### src/rtl/memory_stage_pkg.sv
// Shared pipeline definitions for the MEM stage: FSM state encodings and LW mode codes.
package memory_stage_pkg;

  typedef enum logic [1:0] {
    MEM_IDLE = 2'd0,
    MEM_WAIT = 2'd1,
    MEM_HOLD = 2'd2
  } mem_state_e;

  localparam logic [1:0] LW_FULL  = 2'b11;
  localparam logic [1:0] LW_LEFT  = 2'b10;
  localparam logic [1:0] LW_RIGHT = 2'b01;

endpackage

### src/rtl/Load_sel.sv
// Load data alignment: picks/extends bytes and halves, and builds LWL/LWR merge data and byte masks.
module Load_sel
  import memory_stage_pkg::*;
(
  input  logic [31:0] rdata,
  input  logic [1:0]  offset,
  input  logic        LB,
  input  logic        LBU,
  input  logic        LH,
  input  logic        LHU,
  input  logic [1:0]  LW,
  input  logic [3:0]  RegWrite_in,
  output logic [31:0] data,
  output logic [3:0]  RegWrite
);

  logic [7:0]  byte_v;
  logic [15:0] half_v;

  always_comb begin
    byte_v   = rdata[{offset, 3'b000} +: 8];
    half_v   = offset[1] ? rdata[31:16] : rdata[15:0];
    data     = rdata;
    RegWrite = RegWrite_in;
    if (LB)       data = {{24{byte_v[7]}}, byte_v};
    else if (LBU) data = {24'd0, byte_v};
    else if (LH)  data = {{16{half_v[15]}}, half_v};
    else if (LHU) data = {16'd0, half_v};
    else begin
      case (LW)
        // LWL fills the upper bytes, LWR the lower ones; WB merges via the mask
        LW_LEFT: begin
          data     = rdata << {~offset, 3'b000};
          RegWrite = 4'b1111 << ~offset;
        end
        LW_RIGHT: begin
          data     = rdata >> {offset, 3'b000};
          RegWrite = 4'b1111 >> offset;
        end
        default: ;
      endcase
    end
  end

endmodule

### src/rtl/memory_stage.sv
// MEM pipeline stage: issues data-bus requests, waits/buffers responses, aligns loads, feeds MEM/WB.
module memory_stage
  import memory_stage_pkg::*;
(
  input  logic        clk,
  input  logic        rst,
  input  logic        valid_EXE_MEM,
  input  logic        MemEn_EXE_MEM,
  input  logic        MemToReg_EXE_MEM,
  input  logic        mfc0_EXE_MEM,
  input  logic [3:0]  MemWrite_EXE_MEM,
  input  logic [3:0]  RegWrite_EXE_MEM,
  input  logic        LB_EXE_MEM,
  input  logic        LBU_EXE_MEM,
  input  logic        LH_EXE_MEM,
  input  logic        LHU_EXE_MEM,
  input  logic [1:0]  LW_EXE_MEM,
  input  logic [1:0]  MULT_EXE_MEM,
  input  logic [1:0]  MFHL_EXE_MEM,
  input  logic [1:0]  MTHL_EXE_MEM,
  input  logic [4:0]  RegWaddr_EXE_MEM,
  input  logic [31:0] ALUResult_EXE_MEM,
  input  logic [31:0] MemWdata_EXE_MEM,
  input  logic [31:0] PC_EXE_MEM,
  input  logic [31:0] RegRdata1_EXE_MEM,
  input  logic [31:0] RegRdata2_EXE_MEM,
  input  logic [31:0] cp0Rdata_EXE_MEM,
  input  logic        flush,
  input  logic        WB_allowin,
  output logic        MEM_allowin,
  output logic        data_req,
  output logic        data_wr,
  output logic [3:0]  data_wstrb,
  output logic [31:0] data_addr,
  output logic [31:0] data_wdata,
  input  logic        data_addr_ok,
  input  logic        data_data_ok,
  input  logic [31:0] data_rdata,
  output logic        valid_MEM_WB,
  output logic [3:0]  RegWrite_MEM_WB,
  output logic [4:0]  RegWaddr_MEM_WB,
  output logic [31:0] RegWdata_MEM_WB,
  output logic [31:0] PC_MEM_WB,
  output logic [31:0] RegRdata1_MEM_WB,
  output logic [31:0] RegRdata2_MEM_WB,
  output logic [1:0]  MULT_MEM_WB,
  output logic [1:0]  MFHL_MEM_WB,
  output logic [1:0]  MTHL_MEM_WB,
  output logic [31:0] Bypass_MEM
);

  mem_state_e  state, state_nx;
  logic        flush_q;
  logic [31:0] rbuf;
  logic        done, drop, use_buf, fire, cap;
  logic [31:0] ld_data, alu_val, wb_data;
  logic [3:0]  ld_we, wb_we;

  assign data_addr  = {ALUResult_EXE_MEM[31:2], 2'b00};
  assign data_wr    = |MemWrite_EXE_MEM;
  assign data_wstrb = MemWrite_EXE_MEM;
  assign data_wdata = MemWdata_EXE_MEM;

  always_comb begin
    state_nx = state;
    data_req = 1'b0;
    done     = 1'b0;
    drop     = 1'b0;
    use_buf  = 1'b0;
    case (state)
      MEM_IDLE: begin
        if (valid_EXE_MEM && flush) drop = 1'b1;
        else if (valid_EXE_MEM && !MemEn_EXE_MEM) done = 1'b1;
        else if (valid_EXE_MEM) begin
          data_req = rst;
          if (data_addr_ok) begin
            if (data_data_ok) begin
              done = 1'b1;
              if (!WB_allowin) state_nx = MEM_HOLD;
            end else state_nx = MEM_WAIT;
          end
        end
      end
      MEM_WAIT: begin
        if (data_data_ok) begin
          state_nx = MEM_IDLE;
          // a flushed access still owns the bus until its response drains
          if (flush_q || flush) drop = 1'b1;
          else begin
            done = 1'b1;
            if (!WB_allowin) state_nx = MEM_HOLD;
          end
        end
      end
      MEM_HOLD: begin
        if (flush) begin
          drop     = 1'b1;
          state_nx = MEM_IDLE;
        end else begin
          done    = 1'b1;
          use_buf = 1'b1;
          if (WB_allowin) state_nx = MEM_IDLE;
        end
      end
      default: state_nx = MEM_IDLE;
    endcase
  end

  assign fire        = done & WB_allowin;
  assign cap         = (state_nx == MEM_HOLD) && (state != MEM_HOLD);
  assign MEM_allowin = ~valid_EXE_MEM | fire | drop;

  always_ff @(posedge clk or negedge rst) begin
    if (!rst) begin
      state   <= MEM_IDLE;
      flush_q <= 1'b0;
      rbuf    <= 32'd0;
    end else begin
      state <= state_nx;
      if (state == MEM_WAIT) flush_q <= data_data_ok ? 1'b0 : (flush_q | flush);
      else                   flush_q <= 1'b0;
      if (cap) rbuf <= data_rdata;
    end
  end

  Load_sel u_load_sel (
    .rdata       (use_buf ? rbuf : data_rdata),
    .offset      (ALUResult_EXE_MEM[1:0]),
    .LB          (LB_EXE_MEM),
    .LBU         (LBU_EXE_MEM),
    .LH          (LH_EXE_MEM),
    .LHU         (LHU_EXE_MEM),
    .LW          (LW_EXE_MEM),
    .RegWrite_in (RegWrite_EXE_MEM),
    .data        (ld_data),
    .RegWrite    (ld_we)
  );

  assign alu_val    = mfc0_EXE_MEM ? cp0Rdata_EXE_MEM : ALUResult_EXE_MEM;
  assign wb_data    = MemToReg_EXE_MEM ? ld_data : alu_val;
  assign wb_we      = MemToReg_EXE_MEM ? ld_we : RegWrite_EXE_MEM;
  assign Bypass_MEM = done ? wb_data : alu_val;

  always_ff @(posedge clk or negedge rst) begin
    if (!rst) begin
      valid_MEM_WB     <= 1'b0;
      RegWrite_MEM_WB  <= 4'd0;
      RegWaddr_MEM_WB  <= 5'd0;
      RegWdata_MEM_WB  <= 32'd0;
      PC_MEM_WB        <= 32'd0;
      RegRdata1_MEM_WB <= 32'd0;
      RegRdata2_MEM_WB <= 32'd0;
      MULT_MEM_WB      <= 2'd0;
      MFHL_MEM_WB      <= 2'd0;
      MTHL_MEM_WB      <= 2'd0;
    end else if (WB_allowin) begin
      valid_MEM_WB <= fire;
      if (fire) begin
        RegWrite_MEM_WB  <= wb_we;
        RegWaddr_MEM_WB  <= RegWaddr_EXE_MEM;
        RegWdata_MEM_WB  <= wb_data;
        PC_MEM_WB        <= PC_EXE_MEM;
        RegRdata1_MEM_WB <= RegRdata1_EXE_MEM;
        RegRdata2_MEM_WB <= RegRdata2_EXE_MEM;
        MULT_MEM_WB      <= MULT_EXE_MEM;
        MFHL_MEM_WB      <= MFHL_EXE_MEM;
        MTHL_MEM_WB      <= MTHL_EXE_MEM;
      end else begin
        RegWrite_MEM_WB <= 4'd0;
      end
    end
  end

endmodule

### config.mk
export PLATFORM = sky130hd
export DESIGN_NAME = memory_stage
export DESIGN_NICKNAME = d
export VERILOG_FILES = /design/src/rtl/memory_stage_pkg.sv /design/src/rtl/Load_sel.sv /design/src/rtl/memory_stage.sv
export SDC_FILE = /design/constraint.sdc
export NUM_CORES = 1
export LEC_CHECK = 0
export CAP_MARGIN = 20
export CORE_AREA = 2 2 195 197
export DETAILED_ROUTE_END_ITERATION = 10
export DIE_AREA = 0 0 197 199
export DONT_BUFFER_PORTS = 1
export GPL_ROUTABILITY_DRIVEN = 1
export HOLD_SLACK_MARGIN = 0.06
export PLACE_DENSITY_LB_ADDON = 0.3
export SLEW_MARGIN = 20
export SYNTH_ARGS = -nofsm -noshare
export SYNTH_HDL_FRONTEND = slang
export SYNTH_SLANG_ARGS = --single-unit
export TNS_END_PERCENT = 100
### constraint.sdc
create_clock -name clk -period 6 [get_ports clk]
set_input_delay 1.2 -clock clk [delete_from_list [all_inputs] [get_ports clk]]
set_output_delay 1.2 -clock clk [all_outputs]
set_load 0.01 [all_outputs]
==> impl_metrics.tcl, run 1 <==
set metrics [dict create \
    die_w_microns 197 \
    finalCriticalPeriod_ps 4760 \
    cts_setup_buffers 0 \
    most-common-layout-cells "179 x dfrtp_1, 161 x mux2_2, 96 x mux2i_1" \
    netlist_area_sq_mm 0.0108 \
    cts_resized 0 \
    status "finished, final reports clean" \
    reg2reg_to "PC_MEM_WB[6]" \
    cts_tree "done" \
    first_pass_iters 7 \
    crit_start "flush" \
    cts_inserted_buffers 17 \
    hold_buffers 0 \
    cpMaxStageDelayCell "mux4_2" \
    async_flop_share_pct 100 \
    ys_seq_area_share_pct 41.4 \
    tns_ps 0 \
    p_sw_share_pct 33.7 \
    synth_edf_count 0 \
    end_kind "output port" \
    endpoint "Bypass_MEM[10]" \
    cts_root_buf "clkbuf_16" \
    cts_buffer_depth 2 \
    initial_core_util_pct 29.1 \
    p_int_mw 2.50 \
    nFillCells 3830 \
    ios 506 \
    powerDensity_mw_per_mm2 336 \
    cpPeakStageDelay_ps 630 \
    met2_usage_pct 32.5 \
    finalHoldViolCount 0 \
    power_mw 3.77 \
    critPathLaunchType "input pin" \
    worstReg2RegStart "state[0]" \
    insertion_delay_ps 450 \
    worstHoldPathType "in2async" \
    core_area_sq_mm 0.0371 \
    grt_pass1_vias 7808 \
    netlist_instances 983 \
    die_height_microns 199 \
    r2r_slack_ps 3070 \
    drt-total-wl_microns 38900 \
    cts_htree_levels 4 \
    grt.met3_usage_pct 7.71 \
    yosysUniqueCellTypes 58 \
    cts.sinks 179 \
    drt.antenna.violating_nets 0 \
    required_ps 4800 \
    leakage_nw 4.43 \
    ys_ff_latch 179 \
    grt-busiest-layer "met2" \
    worstRegToRegCells 6 \
    use_met1_pct 21.6 \
    timing.fmax_ghz 0.210 \
    grtUsageTotal_pct 19.4 \
    relSlewSlack_pct 26.9 \
    design_area_sq_mm 0.0112 \
    antenna_found_initial 4 \
    comb_power_share_pct 17.3 \
    finalCritPeriodShare_pct 79.4 \
    dpl.hpwl_microns 30200 \
    finalSetupViolCount 0 \
    path_class "in2out" \
    die_area_sq_mm 0.0392 \
    nets 1132 \
    netlist.area_leader.share_pct 41.4 \
    synth_area_leaders "dfrtp_1 41%, mux2_2 17%, mux2i_1 8.9%" \
    drtIter0Drc 665 \
    finClkSkew_ps 11.4 \
    grt.overflow.total 0 \
    vias 7751 \
    clkPwrFrac_pct 30.6 \
    cp_max_fo 55 \
    route.detailed.drc 0 \
    portBuffers 0 \
    area_growth_pct 3.83 \
    final_common_cell "dfrtp_1" \
    row_count 71 \
    yosys_warnings 0 \
    cp.arrival_ps 3560 \
    vias_per_cell 5.70 \
    cap_violations 0 \
    placed_area_sq_mm 0.0106 \
    worst_pin_slew_ps 1090 \
    share_seq_of_total_power_pct 52.1 \
    grt_max_degree 181 \
    crit_chain "nor3b_4, buf_12, mux4_2, mux2i_4, nor2_1, nor2_4, a22oi_1" \
    p_sw_mw 1.27 \
    wire_per_inst_microns 28.6 \
    peakVddDrop_mv 0.205 \
    synth_flop_cell "dfrtp_1" \
    drive_gt1_share_pct 26.2 \
    clk_pin_slew_ps 80 \
    synth_area_per_cell_sq_um 11.0 \
    drv_slew 0 \
    gp_congestion 0.925 \
    rsz0062_at_grt "no" \
    yosysTopAreaCell "dfrtp_1" \
    grt_first_pass_wirelength_microns 55200 \
]
-- synthesized netlist by cell type (7+ instances only) --
cell       count
o2111ai_1     11
buf_2         23
o22ai_1       15
inv_1         14
a21oi_1       37
and2_1        12
o211ai_1       7
nor2_1        22
a31oi_1       31
nor2b_1        8
a2bb2oi_1      7
buf_1          8
o31ai_1       11
o21ai_0       32
mux2_2       161
mux2i_1       96
a221oi_1       9
buf_4         75
nand2_1       86
a22oi_1       30
clkbuf_1      29
mux4_2        14
dfrtp_1      179
-- final cells by class --
class | count | area (sq um) | share of cell area [%]
sequential | 179 | 4480 | 39.9
timing repair buffer | 10 | 100 | 0.892
clock inverter | 14 | 168 | 1.49
tap | 474 | 593 | 5.28
multi-input combinational | 648 | 5400 | 48.1
antenna | 2 | 5.00 | 0.0446
clock buffer | 17 | 425 | 3.79
inverter | 15 | 56.3 | 0.502
-- per-stage QoR --
stage | hold WS (ps) | worst slack (ps) | instances | util (%)
after floorplan | 495 | 1930 | 984 | -
after global placement | 507 | 1220 | 1326 | 28.6
after detailed placement | 516 | 1210 | 1326 | 28.6
after CTS | 410 | 1210 | 1357 | 30.2
after global routing | 406 | 1080 | 1359 | 30.2
final | 441 | 1240 | 1359 | 30.2
-- worst min path at each step --
| stage | slack, ps | end | cells after the start |
|---|---|---|---|
| 5_1_grt | 410 | RegWdata_MEM_WB[20] | 0 |
| 3_3_place_gp | 510 | rbuf[25] | 1 |
| 3_5_place_dp | 520 | rbuf[25] | 1 |
| 6_report | 440 | RegWdata_MEM_WB[20] | 0 |
| 2_1_floorplan | 490 | rbuf[25] | 1 |
| 4_1_cts | 410 | RegWdata_MEM_WB[20] | 0 |
-- power groups by stage --
stage	logic (mW)	registers [mW]	clock network, mW
6_report	0.651	1.97	1.16
5_1_grt	0.712	2.01	1.23
4_1_cts	0.651	1.97	1.19
3_5_place_dp	0.655	1.98	0
3_3_place_gp	0.628	1.99	0
2_1_floorplan	0.607	1.87	0
-- metal layers --
| layer | vias up | wire length, microns |
|---|---|---|
| met3 | 71 | 4250 |
| li1 | 3331 | - |
| met4 | 2 | 1360 |
| met2 | 510 | 18800 |
| met5 | - | 13 |
| met1 | 3837 | 14500 |
-- registers in the layout, summed over array words and instances, names as in the netlist --
signal,count
rbuf,32
MULT_MEM_WB,2
RegRdata1_MEM_WB,32
PC_MEM_WB,32
valid_MEM_WB,1
MFHL_MEM_WB,2
state,2
flush_q,1
RegWdata_MEM_WB,32
RegWrite_MEM_WB,4
RegWaddr_MEM_WB,5
MTHL_MEM_WB,2
RegRdata2_MEM_WB,32
-- kinds of logic (layout without fill, tap and decap cells) --
group           count (synthesis)  after routing  synth area share, %
other cells                     1              4               0.0347
buf+inv                       157             56                 8.75
simple gates                  156            156                 6.62
mux                           276            276                 29.8
fa+ha+maj                       2              2                0.231
flops                         179            179                 41.4
compound gates                212            212                 13.2
-- worst max-delay path, delay by kind of cell --
kind | cells | cell delay, ps
mux | 2 | 820
compound gates | 1 | 300
simple gates | 3 | 890
buf+inv | 1 | 330
(Power assumes the default switching activity.)
==> inputs of run 2 (changes only) <==
==> constraint.sdc (replaced) <==
create_clock -name clk -period 4.5 [get_ports clk]
set_input_delay 0.9 -clock clk [delete_from_list [all_inputs] [get_ports clk]]
set_output_delay 0.9 -clock clk [all_outputs]
set_load 0.01 [all_outputs]
==> run 2 against run 1 <==
Clock power increased by 32%. Core utilization up 0.49 points. Via count grew 1.2%. Global-route usage decreased by 0.10 points. Die area stayed put. Sequential power up 33%. First-iteration DRC count is 16% lower. Largest cell class unchanged. Cell count increased by 1.9%. Sequential share of layout area down 0.63 points. Hold slack worse by 290 ps. Clock skew fell by 1.5 ps. Design area up 1.6%.
==> impl_metrics.tcl, run 2 (synthesis results as in run 1) <==
set metrics [dict create \
    status "finished, final reports clean" \
    timing.fmax_ghz 0.252 \
    finalCritPeriodShare_pct 88.3 \
    peakVddDrop_mv 0.271 \
    die_w_microns 197 \
    cts_resized 0 \
    die_height_microns 199 \
    relSlewSlack_pct 36.5 \
    drive_gt1_share_pct 28.1 \
    drt-total-wl_microns 38900 \
    route.detailed.drc 0 \
    grt.overflow.total 0 \
    routed.top_layer "met4" \
    cts_htree_levels 4 \
    vias 7846 \
    drt.antenna.violating_nets 0 \
    finClkSkew_ps 9.93 \
    crit_start "state[0]" \
    grt_first_pass_wirelength_microns 55000 \
    drtIter0Drc 559 \
    end_kind "output port" \
    area_growth_pct 5.50 \
    worstRegToRegCells 6 \
    die_area_sq_mm 0.0392 \
    worstHoldPathType "in2async" \
    final_common_cell "dfrtp_1" \
    gp_congestion 0.913 \
    leakage_nw 4.56 \
    path_class "reg2out" \
    power_mw 5.04 \
    grtUsageTotal_pct 19.3 \
    insertion_delay_ps 450 \
    cts_tree "done" \
    critPathLaunchType "flip-flop" \
    rsz0062_at_grt "no" \
    cts_root_buf "clkbuf_16" \
    tns_ps 0 \
    ios 506 \
    first_pass_iters 7 \
    dpl.hpwl_microns 30200 \
    finalHoldViolCount 0 \
    cp_max_fo 13 \
    hold_buffers 0 \
    finalSetupViolCount 0 \
    core_area_sq_mm 0.0371 \
    clk_pin_slew_ps 70 \
    r2r_slack_ps 1740 \
    nFillCells 3788 \
    wl_met1_microns 14200 \
    nets 1157 \
    cts_setup_buffers 0 \
    cts_buffer_depth 2 \
    antenna_found_initial 2 \
    cts.sinks 179 \
    powerDensity_mw_per_mm2 442 \
    worstReg2RegStart "state[0]" \
    initial_core_util_pct 29.1 \
    cp.arrival_ps 3070 \
    row_count 71 \
    grt_pass1_vias 7851 \
    required_ps 3600 \
    grt_max_degree 181 \
    cts_inserted_buffers 17 \
    wire_per_inst_microns 28.1 \
    wl_met3_microns 4500 \
    worst_pin_slew_ps 946 \
    most-common-layout-cells "179 x dfrtp_1, 161 x mux2_2, 96 x mux2i_1" \
    reg2reg_to "RegRdata1_MEM_WB[20]" \
    cap_violations 0 \
    finalCriticalPeriod_ps 3970 \
    portBuffers 0 \
    drv_slew 0 \
    vias_per_cell 5.66 \
    wl_met2_microns 18700 \
]
## run 2: cell types whose count changed in the layout (fill, tap and decap cells not counted)
| cell | change |
|---|---|
| buf_4 | +25 |
| clkinv_4 | +3 |
| inv_8 | -3 |
| clkbuf_1 | +2 |
| clkinv_2 | +2 |
| clkinv_8 | -2 |
| clkinvlp_4 | -2 |
| bufinv_16 | +1 |
## run 2: worst max-delay path, stage by stage, from the launching register on
cell       delay (ps)
dfrtp_1           480
or3b_1            690
buf_4             300
mux2_2            330
o2111ai_1         270
a21oi_1           100
a21oi_1           450
## run 2: stage by stage
| stage | setup WS, ps | utilization (%) | hold WS (ps) | instance area, sq um | cells |
|---|---|---|---|---|---|
| 4_1_cts | 492 | 30.7 | 123 | 11400 | 1383 |
| 2_1_floorplan | 1030 | - | 495 | 10800 | 984 |
| 3_5_place_dp | 595 | 29.1 | 518 | 10800 | 1351 |
| 6_report | 528 | 30.7 | 152 | 11400 | 1385 |
| 5_1_grt | 346 | 30.7 | 114 | 11400 | 1384 |
| 3_3_place_gp | 595 | 29.1 | 511 | 10800 | 1351 |
## run 2: layout make-up
class / count / area, sq um / area share (%)
multi-input combinational: 648 / 5400 / 47.3
sequential: 179 / 4480 / 39.3
tap: 474 / 593 / 5.20
clock buffer: 19 / 433 / 3.80
timing repair buffer: 35 / 288 / 2.52
clock inverter: 13 / 153 / 1.34
inverter: 15 / 56.3 / 0.494
antenna: 2 / 5.00 / 0.0439
## run 2: worst max path at each step
stage / to / slack, ps / cells after the start
after floorplan: Bypass_MEM[6] / 1030 / 8
after global placement: Bypass_MEM[17] / 600 / 8
after detailed placement: Bypass_MEM[17] / 590 / 8
after CTS: Bypass_MEM[17] / 490 / 8
after global routing: Bypass_MEM[17] / 350 / 8
final: Bypass_MEM[3] / 530 / 6
## run 2: routing by layer
layer	up-vias	GRT usage [%]
li1	3379	-
met1	3844	21.3
met2	546	32.8
met3	77	7.43
met4	0	8.91
met5	-	0
## run 2: report_power, final
| group | internal (mW) | leakage [nW] | switching [mW] |
|---|---|---|---|
| Sequential | 2.06 | 2.17 | 0.561 |
| Clock | 0.831 | 0.286 | 0.702 |
| Combinational | 0.502 | 2.10 | 0.384 |
==> inputs of run 3 (changes only) <==
--- a/config.mk
+++ b/config.mk
@@ -6,9 +6,9 @@
 export NUM_CORES = 1
 export LEC_CHECK = 0
 export CAP_MARGIN = 20
-export CORE_AREA = 2 2 195 197
+export CORE_AREA = 2 2 197 199
 export DETAILED_ROUTE_END_ITERATION = 10
-export DIE_AREA = 0 0 197 199
+export DIE_AREA = 0 0 199 201
 export DONT_BUFFER_PORTS = 1
 export GPL_ROUTABILITY_DRIVEN = 1
 export HOLD_SLACK_MARGIN = 0.06
@@ -16,5 +16,6 @@
 export SLEW_MARGIN = 20
 export SYNTH_ARGS = -nofsm -noshare
 export SYNTH_HDL_FRONTEND = slang
+export SYNTH_HIERARCHICAL = 1
 export SYNTH_SLANG_ARGS = --single-unit
 export TNS_END_PERCENT = 100
==> run 3 against run 2 <==
Core utilization rose by 0.30 points. Hold slack worse by 21 ps. Area after synthesis rose by 1.7%. Via count shrank 12%. Clock power increased by 10%. Setup slack lost 400 ps. Non-clock buffer count down 4. Global-route usage is 1.0 points lower. Largest cell class unchanged. Highest routed layer is now met5.
==> impl_metrics.tcl, run 3 <==
set metrics [dict create \
    status "finished, final reports clean" \
    final_common_cell "mux2_2" \
    core_area_sq_mm 0.0381 \
    nets 1074 \
    drtIter0Drc 547 \
    required_ps 3600 \
    cts.sinks 179 \
    yosysUniqueCellTypes 53 \
    vias 6889 \
    portBuffers 0 \
    ys_ff_latch 179 \
    cts_tree "done" \
    grt_pass1_vias 6929 \
    initial_core_util_pct 28.9 \
    path_class "reg2out" \
    cts_inserted_buffers 17 \
    route.detailed.drc 0 \
    worstHoldPathType "in2async" \
    die_area_sq_mm 0.0400 \
    die_w_microns 199 \
    async_flop_share_pct 100 \
    cts_buffer_depth 2 \
    grtUsageTotal_pct 18.3 \
    yosys_warnings 6 \
    clk_pin_slew_ps 80 \
    peakVddDrop_mv 0.284 \
    cp.arrival_ps 3470 \
    finalCriticalPeriod_ps 4370 \
    drt-total-wl_microns 36800 \
    timing.fmax_ghz 0.229 \
    drt.antenna.violating_nets 0 \
    finClkSkew_ps 19.8 \
    gp_congestion 0.841 \
    leakage_nw 5.17 \
    critPathLaunchType "flip-flop" \
    ys_seq_area_share_pct 40.7 \
    cpLargestDelayFamily "multiplexers" \
    cpMaxStageDelayCell "dfrtp_2" \
    cp_num_buf_inv 4 \
    cpPeakStageDelay_ps 460 \
    antenna_found_initial 7 \
    finalCritPeriodShare_pct 97.1 \
    wire_per_inst_microns 27.4 \
    p_int_mw 3.67 \
    tns_ps 0 \
    netlist_top_cells_count "227 x mux2_2, 179 x dfrtp_1, 88 x mux2_4" \
    grt.overflow.total 0 \
    cap_violations 0 \
    crit_chain "nor3b_4, buf_4, clkbuf_16, buf_4, mux2_2, mux2_2, a22o_1, a21oi_2, buf_4, o31ai_1, mux2_2, mux2_2" \
    powerDensity_mw_per_mm2 458 \
    netlist.area_leader.share_pct 40.7 \
    most-common-layout-cells "226 x mux2_2, 177 x dfrtp_1, 89 x mux2_4" \
    p_sw_share_pct 32.2 \
    dpl.hpwl_microns 28300 \
    worst_pin_slew_ps 945 \
    power_mw 5.41 \
    relSlewSlack_pct 36.8 \
    finalSetupViolCount 0 \
    grt_first_pass_wirelength_microns 51600 \
    stdcell_count 1343 \
    grt_max_degree 181 \
    synth_edf_count 0 \
    cp_common_cell "mux2_2" \
    end_kind "output port" \
    comb_power_share_pct 20.2 \
    synth_area_per_cell_sq_um 12.5 \
    finalHoldViolCount 0 \
    cts_htree_levels 4 \
    insertion_delay_ps 470 \
    cp_max_fo 6 \
    netlist_area_sq_mm 0.0110 \
    yosysMostFrequentCell "mux2_2" \
    area_growth_pct 7.46 \
    netlist_instances 883 \
    fin_util_pct 31.0 \
    clkPwrFrac_pct 31.2 \
    row_count 72 \
    cts_root_buf "clkbuf_16" \
    synth_flop_cell "dfrtp_1" \
    first_pass_iters 7 \
    drv_slew 0 \
    yosysTopAreaCell "dfrtp_1" \
    vias_per_cell 5.13 \
    share_seq_of_total_power_pct 48.6 \
    place_inst 1301 \
    p_sw_mw 1.74 \
    die_height_microns 201 \
    synth_area_leaders "dfrtp_1 41%, mux2_2 23%, mux2_4 12%" \
    ios 506 \
    drive_gt1_share_pct 48.2 \
]
run 3: changes by cell type in the layout (fill, tap and decap cells not counted), sizes merged, moves of 13 or more:
cell / delta
mux4: -17
a22o: +13
a31oi: -26
a22oi: -29
nand2: -65
mux2: +155
mux2i: -63
run 3: power groups by stage:
| stage | Sequential [mW] | Clock, mW | Combinational (mW) |
|---|---|---|---|
| final | 2.63 | 1.69 | 1.10 |
| after global routing | 2.69 | 1.80 | 1.17 |
| after CTS | 2.64 | 1.73 | 1.10 |
| after detailed placement | 2.65 | 0 | 1.10 |
| after global placement | 2.66 | 0 | 1.07 |
| after floorplan | 2.50 | 0 | 0.991 |
run 3: logic make-up (layout without fill, tap and decap cells):
group | count (synthesis) | after routing | synth area share (%)
simple gates | 85 | 85 | 3.81
fa+ha+maj | 4 | 4 | 0.455
other cells | 1 | 3 | 0.0341
compound gates | 126 | 126 | 8.08
mux | 351 | 351 | 38.6
flops | 179 | 179 | 40.7
buf+inv | 137 | 77 | 8.26
run 3: path summary, 6_finish.rpt:
path	startpoint	to	slack, ps	cells after the start
max in group asynchronous	rst	RegWdata_MEM_WB[10]	3890	0
hold / removal	rst	rbuf[13]	130	0
setup / recovery	state[0]	Bypass_MEM[22]	130	12
setup reg to reg	state[0]	RegWdata_MEM_WB[3]	1430	11
hold reg to reg	rbuf[7]	rbuf[7]	490	1
min in group clk	data_data_ok	state[0]	490	1
run 3: layout make-up:
class,instances,area (sq um)
Antenna cell,1,2.50
Timing Repair Buffer,31,313
Multi-Input combinational cell,568,5660
Tap cell,518,648
Clock buffer,17,425
Clock inverter,15,234
Sequential cell,179,4480
Inverter,14,52.6
Fill cell,3857,26300
run 3: what timing repair did:
item,CTS,global route
gates resized for setup,3,4
cloned,0,1
pin swaps,0,1
hold buffers,0,0
endpoints found under the setup margin,9,16
buffers inserted,0,8
run 3: stage by stage:
step	instance area (sq um)	worst slack [ps]	hold WS, ps
2_1_floorplan	11000	134	452
3_3_place_gp	11100	158	472
3_5_place_dp	11100	146	474
4_1_cts	11700	0.500	96.0
5_1_grt	11800	-8.83	101
6_report	11800	132	131
run 3: metal layers:
metal / vias up / global-route usage, % / wire (microns)
li1: 3006 / - / -
met4: 4 / 4.85 / 512
met3: 48 / 7.29 / 3590
met1: 3440 / 23.0 / 15200
met5: - / 0 / 27
met2: 391 / 29.0 / 17400
